File: config.mk
export PLATFORM = sky130hd
export DESIGN_NAME = baudrategen_frac
export DESIGN_NICKNAME = d
export VERILOG_FILES = /design/src/rtl/baudrategen_frac.sv
export SDC_FILE = /design/constraint.sdc
export NUM_CORES = 1
export LEC_CHECK = 0
export BUFFER_PORTS_ARGS = -buffer_cell sky130_fd_sc_hd__buf_4
export CAP_MARGIN = 20
export CORE_MARGIN = 3
export CORE_UTILIZATION = 45
export DETAILED_ROUTE_END_ITERATION = 10
export GPL_ROUTABILITY_DRIVEN = 0
export MAX_ROUTING_LAYER = met4
export PLACE_DENSITY_LB_ADDON = 0.15
export SLEW_MARGIN = 20
export SYNTH_ARGS = -nofsm -noshare
export SYNTH_HDL_FRONTEND = slang
export SYNTH_SLANG_ARGS = --single-unit
export TNS_END_PERCENT = 1
File: constraint.sdc
create_clock -name clock -period 5.94 [get_ports clock]
set_input_delay 0.594 -clock clock [delete_from_list [all_inputs] [get_ports clock]]
set_output_delay 0.594 -clock clock [all_outputs]
set_load 0.02 [all_outputs]
File: src/rtl/baudrategen_frac.sv
// Fractional-N baud tick generator: a run-time integer+fraction divisor produces the UART
// oversample tick, plus mid-bit and end-of-bit ticks derived from a sub-tick counter.
module baudrategen_frac #(
    parameter int N_BITS     = 16,
    parameter int F_BITS     = 4,
    parameter int OVERSAMPLE = 16,
    parameter int DEF_INT    = 163,
    parameter int DEF_FRAC   = 0
) (
    input  logic              clock,
    input  logic              reset,
    input  logic              i_enable,
    input  logic              i_load,
    input  logic [N_BITS-1:0] i_div_int,
    input  logic [F_BITS-1:0] i_div_frac,
    input  logic              i_resync,
    output logic              o_tick,
    output logic              o_mid_tick,
    output logic              o_bit_tick,
    output logic              o_cfg_pending
);

    localparam int SUB_W = $clog2(OVERSAMPLE);
    localparam logic [N_BITS-1:0] DEF_INT_C  = (DEF_INT < 2) ? N_BITS'(2) : N_BITS'(DEF_INT);
    localparam logic [F_BITS-1:0] DEF_FRAC_C = F_BITS'(DEF_FRAC);
    localparam logic [SUB_W-1:0]  SUB_MID    = SUB_W'(OVERSAMPLE / 2);

    function automatic logic [N_BITS-1:0] clamp_div(input logic [N_BITS-1:0] v);
        return (v < N_BITS'(2)) ? N_BITS'(2) : v;
    endfunction

    // Active divisor, shadow divisor and pending flag
    logic [N_BITS-1:0] int_q, int_d;
    logic [F_BITS-1:0] frac_q, frac_d;
    logic [N_BITS-1:0] sh_int_q, sh_int_d;
    logic [F_BITS-1:0] sh_frac_q, sh_frac_d;
    logic              pend_q, pend_d;

    // Period timing: counter, latched length of the current period, fractional accumulator
    logic [N_BITS:0]   cnt_q, cnt_d;
    logic [N_BITS:0]   len_q, len_d;
    logic [F_BITS-1:0] acc_q, acc_d;
    logic [SUB_W-1:0]  sub_q, sub_d;

    logic              tick_q, tick_d;
    logic              mid_q, mid_d;
    logic              bit_q, bit_d;

    logic [N_BITS-1:0] load_int;
    logic [N_BITS-1:0] eff_int;
    logic [F_BITS-1:0] eff_frac;
    logic [N_BITS-1:0] rs_int;
    logic [F_BITS-1:0] rs_frac;
    logic [F_BITS:0]   sum;
    logic [SUB_W-1:0]  sub_inc;
    logic              at_end;

    assign load_int = clamp_div(i_div_int);
    // Divisor that governs whatever is computed on this edge: a pending shadow takes priority
    assign eff_int  = pend_q ? sh_int_q  : int_q;
    assign eff_frac = pend_q ? sh_frac_q : frac_q;
    assign rs_int   = i_load ? load_int   : eff_int;
    assign rs_frac  = i_load ? i_div_frac : eff_frac;
    assign sum      = {1'b0, acc_q} + {1'b0, eff_frac};
    assign sub_inc  = sub_q + 1'b1;
    assign at_end   = i_enable && (cnt_q == len_q - 1'b1);

    always_comb begin
        int_d     = int_q;
        frac_d    = frac_q;
        sh_int_d  = sh_int_q;
        sh_frac_d = sh_frac_q;
        pend_d    = pend_q;
        cnt_d     = cnt_q;
        len_d     = len_q;
        acc_d     = acc_q;
        sub_d     = sub_q;
        tick_d    = 1'b0;
        mid_d     = 1'b0;
        bit_d     = 1'b0;

        if (i_load) begin
            sh_int_d  = load_int;
            sh_frac_d = i_div_frac;
            pend_d    = 1'b1;
        end

        if (i_resync) begin
            int_d  = rs_int;
            frac_d = rs_frac;
            pend_d = 1'b0;
            cnt_d  = '0;
            acc_d  = '0;
            sub_d  = '0;
            len_d  = {1'b0, rs_int};
        end else if (!i_enable) begin
            // Safe to apply while frozen: the running period length is already latched in len_q
            int_d  = eff_int;
            frac_d = eff_frac;
            pend_d = i_load;
        end else if (at_end) begin
            int_d  = eff_int;
            frac_d = eff_frac;
            pend_d = i_load;
            cnt_d  = '0;
            acc_d  = sum[F_BITS-1:0];
            len_d  = {1'b0, eff_int} + {{N_BITS{1'b0}}, sum[F_BITS]};
            sub_d  = sub_inc;
            tick_d = 1'b1;
            mid_d  = (sub_inc == SUB_MID);
            bit_d  = (sub_inc == '0);
        end else begin
            cnt_d = cnt_q + 1'b1;
        end
    end

    always_ff @(posedge clock) begin
        if (!reset) begin
            int_q     <= DEF_INT_C;
            frac_q    <= DEF_FRAC_C;
            sh_int_q  <= '0;
            sh_frac_q <= '0;
            pend_q    <= 1'b0;
            cnt_q     <= '0;
            len_q     <= {1'b0, DEF_INT_C};
            acc_q     <= '0;
            sub_q     <= '0;
            tick_q    <= 1'b0;
            mid_q     <= 1'b0;
            bit_q     <= 1'b0;
        end else begin
            int_q     <= int_d;
            frac_q    <= frac_d;
            sh_int_q  <= sh_int_d;
            sh_frac_q <= sh_frac_d;
            pend_q    <= pend_d;
            cnt_q     <= cnt_d;
            len_q     <= len_d;
            acc_q     <= acc_d;
            sub_q     <= sub_d;
            tick_q    <= tick_d;
            mid_q     <= mid_d;
            bit_q     <= bit_d;
        end
    end

    assign o_tick        = tick_q;
    assign o_mid_tick    = mid_q;
    assign o_bit_tick    = bit_q;
    assign o_cfg_pending = pend_q;

endmodule

### After elaboration in Yosys (flattened, before gate mapping)

Index checks and enable logic that the tools add are counted.

* input port bits: 25
* output and inout port bits: 4
* bits in registers: 86
* logic and storage cells: 54

* bitwise operators: 3
* reductions and logical operators: 9
* mux-type cells: 19
* magnitude comparators: 1
* equal/unequal tests: 4
* add/subtract/negate cells: 5

Operators with widths (number)
* $mux 16: 9
* $mux 4: 5
* $add 16x1->17: 1
* $add 17x1->17 const B: 1
* $eq 17x17->1: 1
* $mux 17: 1
* $sub 17x1->17 const B: 1
* $lt 16x2->1 const B: 1
* $ne 3x1->1 const B: 2
* $add 4x4->5: 1
* $add 4x1->4 const B: 1
* $eq 4x4->1 const B: 1
* $logic_not 4->1: 1
* $mux 1: 4
* $reduce_and 2->1: 2
* $reduce_bool 2->1: 2
* $reduce_or 4->1: 1
* $not 1->1: 3
* $reduce_or 3->1: 1
* $reduce_or 2->1: 1
* $logic_and 1x1->1: 1

### Longest topological paths before layout

Gate-level depths: netlist of run 1.

* depth in word-level cells: 6
* gate-level depth with buffers: 18
* gate-level depth less buffers: 15

### Worst setup path after synthesis of run 1

No wires, ideal clock.

* kind: reg2reg
* from: reg pend_q (netlist: o_cfg_pending)
* to: reg len_q[11]
* arrival: 3.917 ns
* library setup time: 0.122 ns
* setup slack: 1.901 ns
* stages on the path, launching flop included: 18
* required time: 5.818 ns
* clock period less this slack: 4.039 ns
* buffers on the path: 3
* path through: dfxtp_1 > buf_2 > buf_1 > clkbuf_1 > mux2_2 > ha_1 > inv_1 > fa_1 > nor2b_1 > o21ai_0 > nand2b_1 > ha_1 > inv_1 > a221oi_1 > nand3_1 > nor3_1 > xnor2_1 > a311o_1

* word-level cells in the longest chain between the ends: 6
* elaborated cells on any way between the ends: 8

Ends and longest elaborated chain
* from (decl): RTL line 37 `logic pend_q, pend_d;`
* from (signal assigned): RTL line 136 `pend_q <= pend_d;`
* $mux 4: RTL line 61 `assign eff_frac = pend_q ? sh_frac_q : frac_q;`
* $add 4x4->5: RTL line 64 `assign sum = {1'b0, acc_q} + {1'b0, eff_frac};`
* $add 16x1->17: RTL line 107 `len_d = {1'b0, eff_int} + {{N_BITS{1'b0}}, sum[F_BITS]};`
* $mux 16: RTL line 101 `end else if (at_end) begin`
* $mux 16: RTL line 96 `end else if (!i_enable) begin`
* $mux 16 *: RTL line 88 `if (i_resync) begin`
* to (signal assigned): RTL line 125 `len_q <= {1'b0, DEF_INT_C};`
* to (signal assigned): RTL line 138 `len_q <= len_d;`
* to (decl): RTL line 41 `logic [N_BITS:0] len_q, len_d;`

Mark *: on every way between the ends. The rest lies on a longest branch, timed or not. The select of a mux whose other input is x is not followed.
A chain may end at the register's enable or synchronous reset.

### Final worst setup path of run 1

* from: reg len_q[0]
* to: reg acc_q[1]

* word-level cells in the longest chain between the ends: 4

Ends and longest elaborated chain
* $sub 17x1->17: RTL line 66 `assign at_end = i_enable && (cnt_q == len_q - 1'b1);`
* $eq 17x17->1: RTL line 66
* $logic_and 1x1->1: RTL line 66
* $reduce_and 2->1 (no source line)
* to (signal assigned): RTL line 126 `acc_q <= '0;`
* to (signal assigned): RTL line 139 `acc_q <= acc_d;`
* to (decl): RTL line 42 `logic [F_BITS-1:0] acc_q, acc_d;`

No other way between the ends.

==> impl_metrics.json, run 1 <==
{
  "outcome": "finished, final reports clean",
  "synth_top_area_frac": 0.332,
  "fin_ws_ns": 2.25,
  "cp.required_ns": 6.14,
  "peakVddDrop_mv": 0.195,
  "synth_edf_count": 0,
  "end_kind": "register",
  "tns_ns": 0,
  "hold_violations": 0,
  "vias_per_cell": 6.16,
  "postCtsHoldBufs": 0,
  "cp_max_fo": 18,
  "switching_share": 0.262,
  "clk-insertion-delay-late_ns": 0.35,
  "critPathLaunchType": "register",
  "wl_per_cell_um": 18.2,
  "power_switching_uw": 375,
  "vias": 4716,
  "yosysMostFrequentCell": "dfxtp_1",
  "grtUsageTotal": 0.235,
  "portBuffers": 28,
  "rsz0062_at_grt": "no",
  "dpl.hpwl_um": 9910,
  "multiInputGateArea_um2": 3250,
  "row_count": 38,
  "setup_viol": 0,
  "tightest_slew_ns": 1.03,
  "clock_path_buffers": 2,
  "hold_path_class": "register to register",
  "syn_to_final_growth_pct": 11.4,
  "relSlewSlack": 0.309,
  "ys_top_cells_by_count": "dfxtp_1 (86), nand2_1 (58), clkbuf_1 (35)",
  "diodes": 0,
  "drtIter0Drc": 387,
  "drive_gt1_frac": 0.117,
  "die_x_um": 113,
  "routed_wl_um": 14000,
  "cts_made_buffers": 9,
  "synthTopCellsByArea": "dfxtp_1 (33%), mux2i_1 (6.0%), nand2_1 (4.2%), xnor2_1 (3.9%), xor2_1 (3.9%)",
  "synth_nets": 653,
  "cp_data_arrival_time_ns": 3.89,
  "dp_cells": 749,
  "finClkSkew_ns": 0.00454,
  "dieHeight_um": 113,
  "power_density_nw_per_um2": 248,
  "core_um2": 11100,
  "dieArea_um2": 12900,
  "finalNonFillerCells": 765,
  "path_class": "register to register",
  "cts_setup_buffers": 0,
  "cts-resized-gates": 0,
  "grt_overflow_total": 0,
  "max_freq_ghz": 0.271,
  "cts.sinks": 86,
  "drt_drc_violations_left": 0,
  "synth_seq_cells": 86,
  "synth_ff_type": "dfxtp_1",
  "power.internal_mw": 1.06,
  "yosysTopAreaCell": "dfxtp_1",
  "fin_crit_sh": 0.622,
  "finalPower_mw": 1.43,
  "syn_area_per_cell_um2": 8.40,
  "async_flop_share": 0,
  "ioPinCount": 29,
  "drt.antenna.violating_nets": 0,
  "clk_pin_slew_ns": 0.06,
  "dpl_worst_slack_ns": 2.28,
  "p_comb_frac": 0.135,
  "root_buffer": "clkbuf_16",
  "leakage_nw": 2.06,
  "drt_first_pass_iters": 6,
  "timing.max_cap.violations": 0,
  "fillers": 1058,
  "htreeDepth": 3,
  "synthDistinctLibCells": 63,
  "seq_area_frac_synth": 0.332,
  "seqCellArea_um2": 1720,
  "cts_tree": "built",
  "drv_slew": 0,
  "grt_pass1_wl_um": 23500,
  "yosys_warnings": 0,
  "pwr-share-seq": 0.439,
  "grt_pass1_vias": 4545,
  "synthCells": 618,
  "grt_max_degree": 46,
  "initial_utilization": 0.469,
  "nets": 655,
  "synth_area_um2": 5190,
  "antenna_found_initial": 0,
  "period_minus_slack_ns": 3.69,
  "whs_ns": 0.466,
  "power_frac_clock": 0.426
}
-- cell usage in the layout, fill, tap and decap left out, types with 7 or more instances in the layout --
cell       instances
a21boi_0           9
a21oi_1           18
a31oi_1           10
and3_1             7
buf_4             35
clkbuf_16          9
dfxtp_1           86
ha_1               9
inv_1             15
mux2_2            11
mux2i_1           31
nand2_1           58
nand3_1           19
nand3b_1           7
nand4_1           21
nor2_1            27
nor2b_1           27
nor3_1            25
nor4_1            10
o2111ai_1         13
o211ai_1          15
o21ai_0           25
o311ai_0           9
or3_1              7
xnor2_1           23
xor2_1            23
-- layer usage --
metal | vias to the layer above | GRT usage | part of all wire
met5 | - | - | 0
met4 | 0 | 0.0609 | 0.013
met3 | 17 | 0.0525 | 0.049
met2 | 114 | 0.366 | 0.47
met1 | 2294 | 0.310 | 0.47
li1 | 2291 | - | -
-- power groups by stage --
| stage | registers [mW] | clock network, mW | logic, mW |
|---|---|---|---|
| after floorplan | 0.631 | 0 | 0.140 |
| after global placement | 0.641 | 0 | 0.188 |
| after detailed placement | 0.641 | 0 | 0.191 |
| after CTS | 0.629 | 0.622 | 0.192 |
| after global routing | 0.633 | 0.647 | 0.214 |
| final | 0.630 | 0.610 | 0.193 |
-- flip-flops by register name, summed over array words and instances, names as in the netlist --
name / count
cnt_q: 17
len_q: 17
int_q: 16
sh_int_q: 16
acc_q: 4
frac_q: 4
sh_frac_q: 4
sub_q: 4
o_bit_tick: 1
o_cfg_pending: 1
o_mid_tick: 1
o_tick: 1
-- final timing paths --
kind	from	endpoint	slack, ns	depth (start not counted)
max	len_q[0]	acc_q[1]	2.25	9
min reg2reg	frac_q[2]	frac_q[2]	0.47	2
max reg2reg	len_q[0]	acc_q[1]	2.25	9
min	frac_q[2]	frac_q[2]	0.47	2
-- worst max-delay path: stages (launching register included) --
cell and delay, ns:
dfxtp_1 0.37, inv_1 0.10, ha_1 0.19, nor4b_2 0.48, nand4bb_1 0.20, xnor2_1 0.20
nor2b_1 0.20, nand4_1 0.68, nor2_2 0.93, a211oi_1 0.18
-- area by class of cell --
type | instances | area share
multi-input combinational | 472 | 0.561
tap | 140 | 0.0303
inverter | 16 | 0.0104
sequential | 86 | 0.298
timing repair buffer | 35 | 0.0454
clock inverter | 4 | 0.0121
clock buffer | 12 | 0.0426
-- cells by family (layout without fill, tap and decap cells) --
kind of cell | Yosys count | count (layout) | synth area share
buffers and inverters | 60 | 67 | 0.0451
adders and majority gates | 10 | 10 | 0.0255
muxes | 42 | 42 | 0.0836
xor gates and xnor gates | 46 | 46 | 0.0776
DFF | 86 | 86 | 0.332
AOI/OAI and AO/OA | 140 | 140 | 0.194
and+or+nand+nor | 234 | 234 | 0.242
-- metrics by stage --
step	utilization	instance area, um^2
after floorplan	-	5190
after global placement	0.493	5460
after detailed placement	0.493	5460
after CTS	0.522	5780
after global routing	0.522	5780
final	0.522	5780
No activity file was read; power rests on OpenSTA's default activity.
==> inputs of run 2 (changes only) <==
clock period = 3.6 ns   (was 5.94 ns; I/O delays follow)
==> impl_metrics.json, run 2 (synthesis results as in run 1) <==
{
  "outcome": "finished, final reports clean",
  "diodes": 0,
  "cts_tree": "built",
  "cts.sinks": 86,
  "drt.antenna.violating_nets": 0,
  "clk-insertion-delay-late_ns": 0.35,
  "row_count": 38,
  "routed_wl_um": 14000,
  "cp_data_arrival_time_ns": 3.43,
  "grt_use_met2": 0.361,
  "vias_per_cell": 6.07,
  "setup_viol": 0,
  "critPathLaunchType": "register",
  "tns_ns": 0,
  "drt_first_pass_iters": 5,
  "place_area_um2": 5520,
  "portBuffers": 28,
  "drt_drc_violations_left": 0,
  "cts_setup_buffers": 0,
  "cp.required_ns": 3.83,
  "cts-resized-gates": 0,
  "leakage_nw": 2.10,
  "grt_pass1_wl_um": 23500,
  "die_x_um": 113,
  "utilization": 0.529,
  "cts_made_buffers": 9,
  "met1_usage": 0.312,
  "max_freq_ghz": 0.313,
  "grt_overflow_total": 0,
  "vias": 4688,
  "drive_gt1_frac": 0.131,
  "drv_slew": 0,
  "grt_max_degree": 45,
  "power_density_nw_per_um2": 416,
  "syn_to_final_growth_pct": 12.9,
  "top_usage_layer": "met2",
  "antenna_found_initial": 0,
  "hold_violations": 0,
  "finClkSkew_ns": 0.00888,
  "top_regs": "cnt_q: 17 flops, len_q: 17 flops",
  "grtUsageTotal": 0.234,
  "drtIter0Drc": 350,
  "met3_usage": 0.0488,
  "relSlewSlack": 0.529,
  "end_kind": "register",
  "peakVddDrop_mv": 0.383,
  "final_common_cell": "dfxtp_1",
  "timing.max_cap.violations": 0,
  "whs_ns": 0.273,
  "wl_per_cell_um": 18.1,
  "initial_utilization": 0.469,
  "rsz0062_at_grt": "no",
  "root_buffer": "clkbuf_16",
  "cp_max_fo": 17,
  "clk_pin_slew_ns": 0.06,
  "dieHeight_um": 113,
  "nets": 662,
  "mostFrequentLayoutCells": "dfxtp_1 (86), nand2_1 (58), buf_4 (42), mux2i_1 (31)",
  "fin_crit_sh": 0.888,
  "ioPinCount": 29,
  "postCtsHoldBufs": 0,
  "hold_path_class": "input pin to register",
  "core_um2": 11100,
  "htreeDepth": 3,
  "tightest_slew_ns": 0.707,
  "dieArea_um2": 12900,
  "period_minus_slack_ns": 3.20,
  "dpl.hpwl_um": 9990,
  "path_class": "register to register",
  "clock_path_buffers": 2,
  "stdcell_area_um2": 5860,
  "fillers": 1056,
  "grt_pass1_vias": 4479
}
-- run 2: final cells by class --
class	count	area, um^2	area share
multi-input combinational	472	3250	0.555
sequential	86	1720	0.294
timing repair buffer	42	315	0.0538
clock buffer	9	225	0.0384
tap	140	175	0.0299
clock inverter	7	113	0.0192
inverter	16	60.1	0.0102
-- run 2: path summary, 6_finish.rpt --
kind | slack [ns] | end | start | depth (start not counted)
setup / recovery | 0.40 | int_q[5] | len_q[0] | 9
hold / removal | 0.27 | sh_int_q[1] | i_div_int[1] | 3
setup reg to reg | 0.40 | int_q[5] | len_q[0] | 9
hold reg to reg | 0.46 | frac_q[3] | frac_q[3] | 2
-- run 2: stage by stage --
stage | setup WS, ns | std cells | power, mW
finish | 0.402 | 772 | 2.44
global route | 0.113 | 772 | 2.53
CTS | 0.253 | 772 | 2.45
detailed placement | 0.288 | 756 | 1.38
global placement | 0.309 | 756 | 1.38
floorplan | 0.00422 | 618 | 1.27
-- run 2: report_power, final --
part | switching (mW) | internal (mW) | total (mW)
Sequential | 0.0445 | 0.994 | 1.04
Clock | 0.399 | 0.674 | 1.07
Combinational | 0.197 | 0.133 | 0.330
-- run 2: per-layer routing --
metal / routed length [um] / vias to the layer above
met4: 193 / 0
met1: 6580 / 2229
li1: - / 2315
met5: 0 / -
met2: 6440 / 125
met3: 785 / 19
-- run 2: critical path, stage by stage, from the launching register on --
cell      delay, ns
dfxtp_1        0.37
inv_1          0.10
ha_1           0.20
nor4b_2        0.54
nand4_1        0.19
xnor2_1        0.18
o221ai_2       0.11
or2_1          0.61
o21ai_0        0.37
a311o_1        0.39
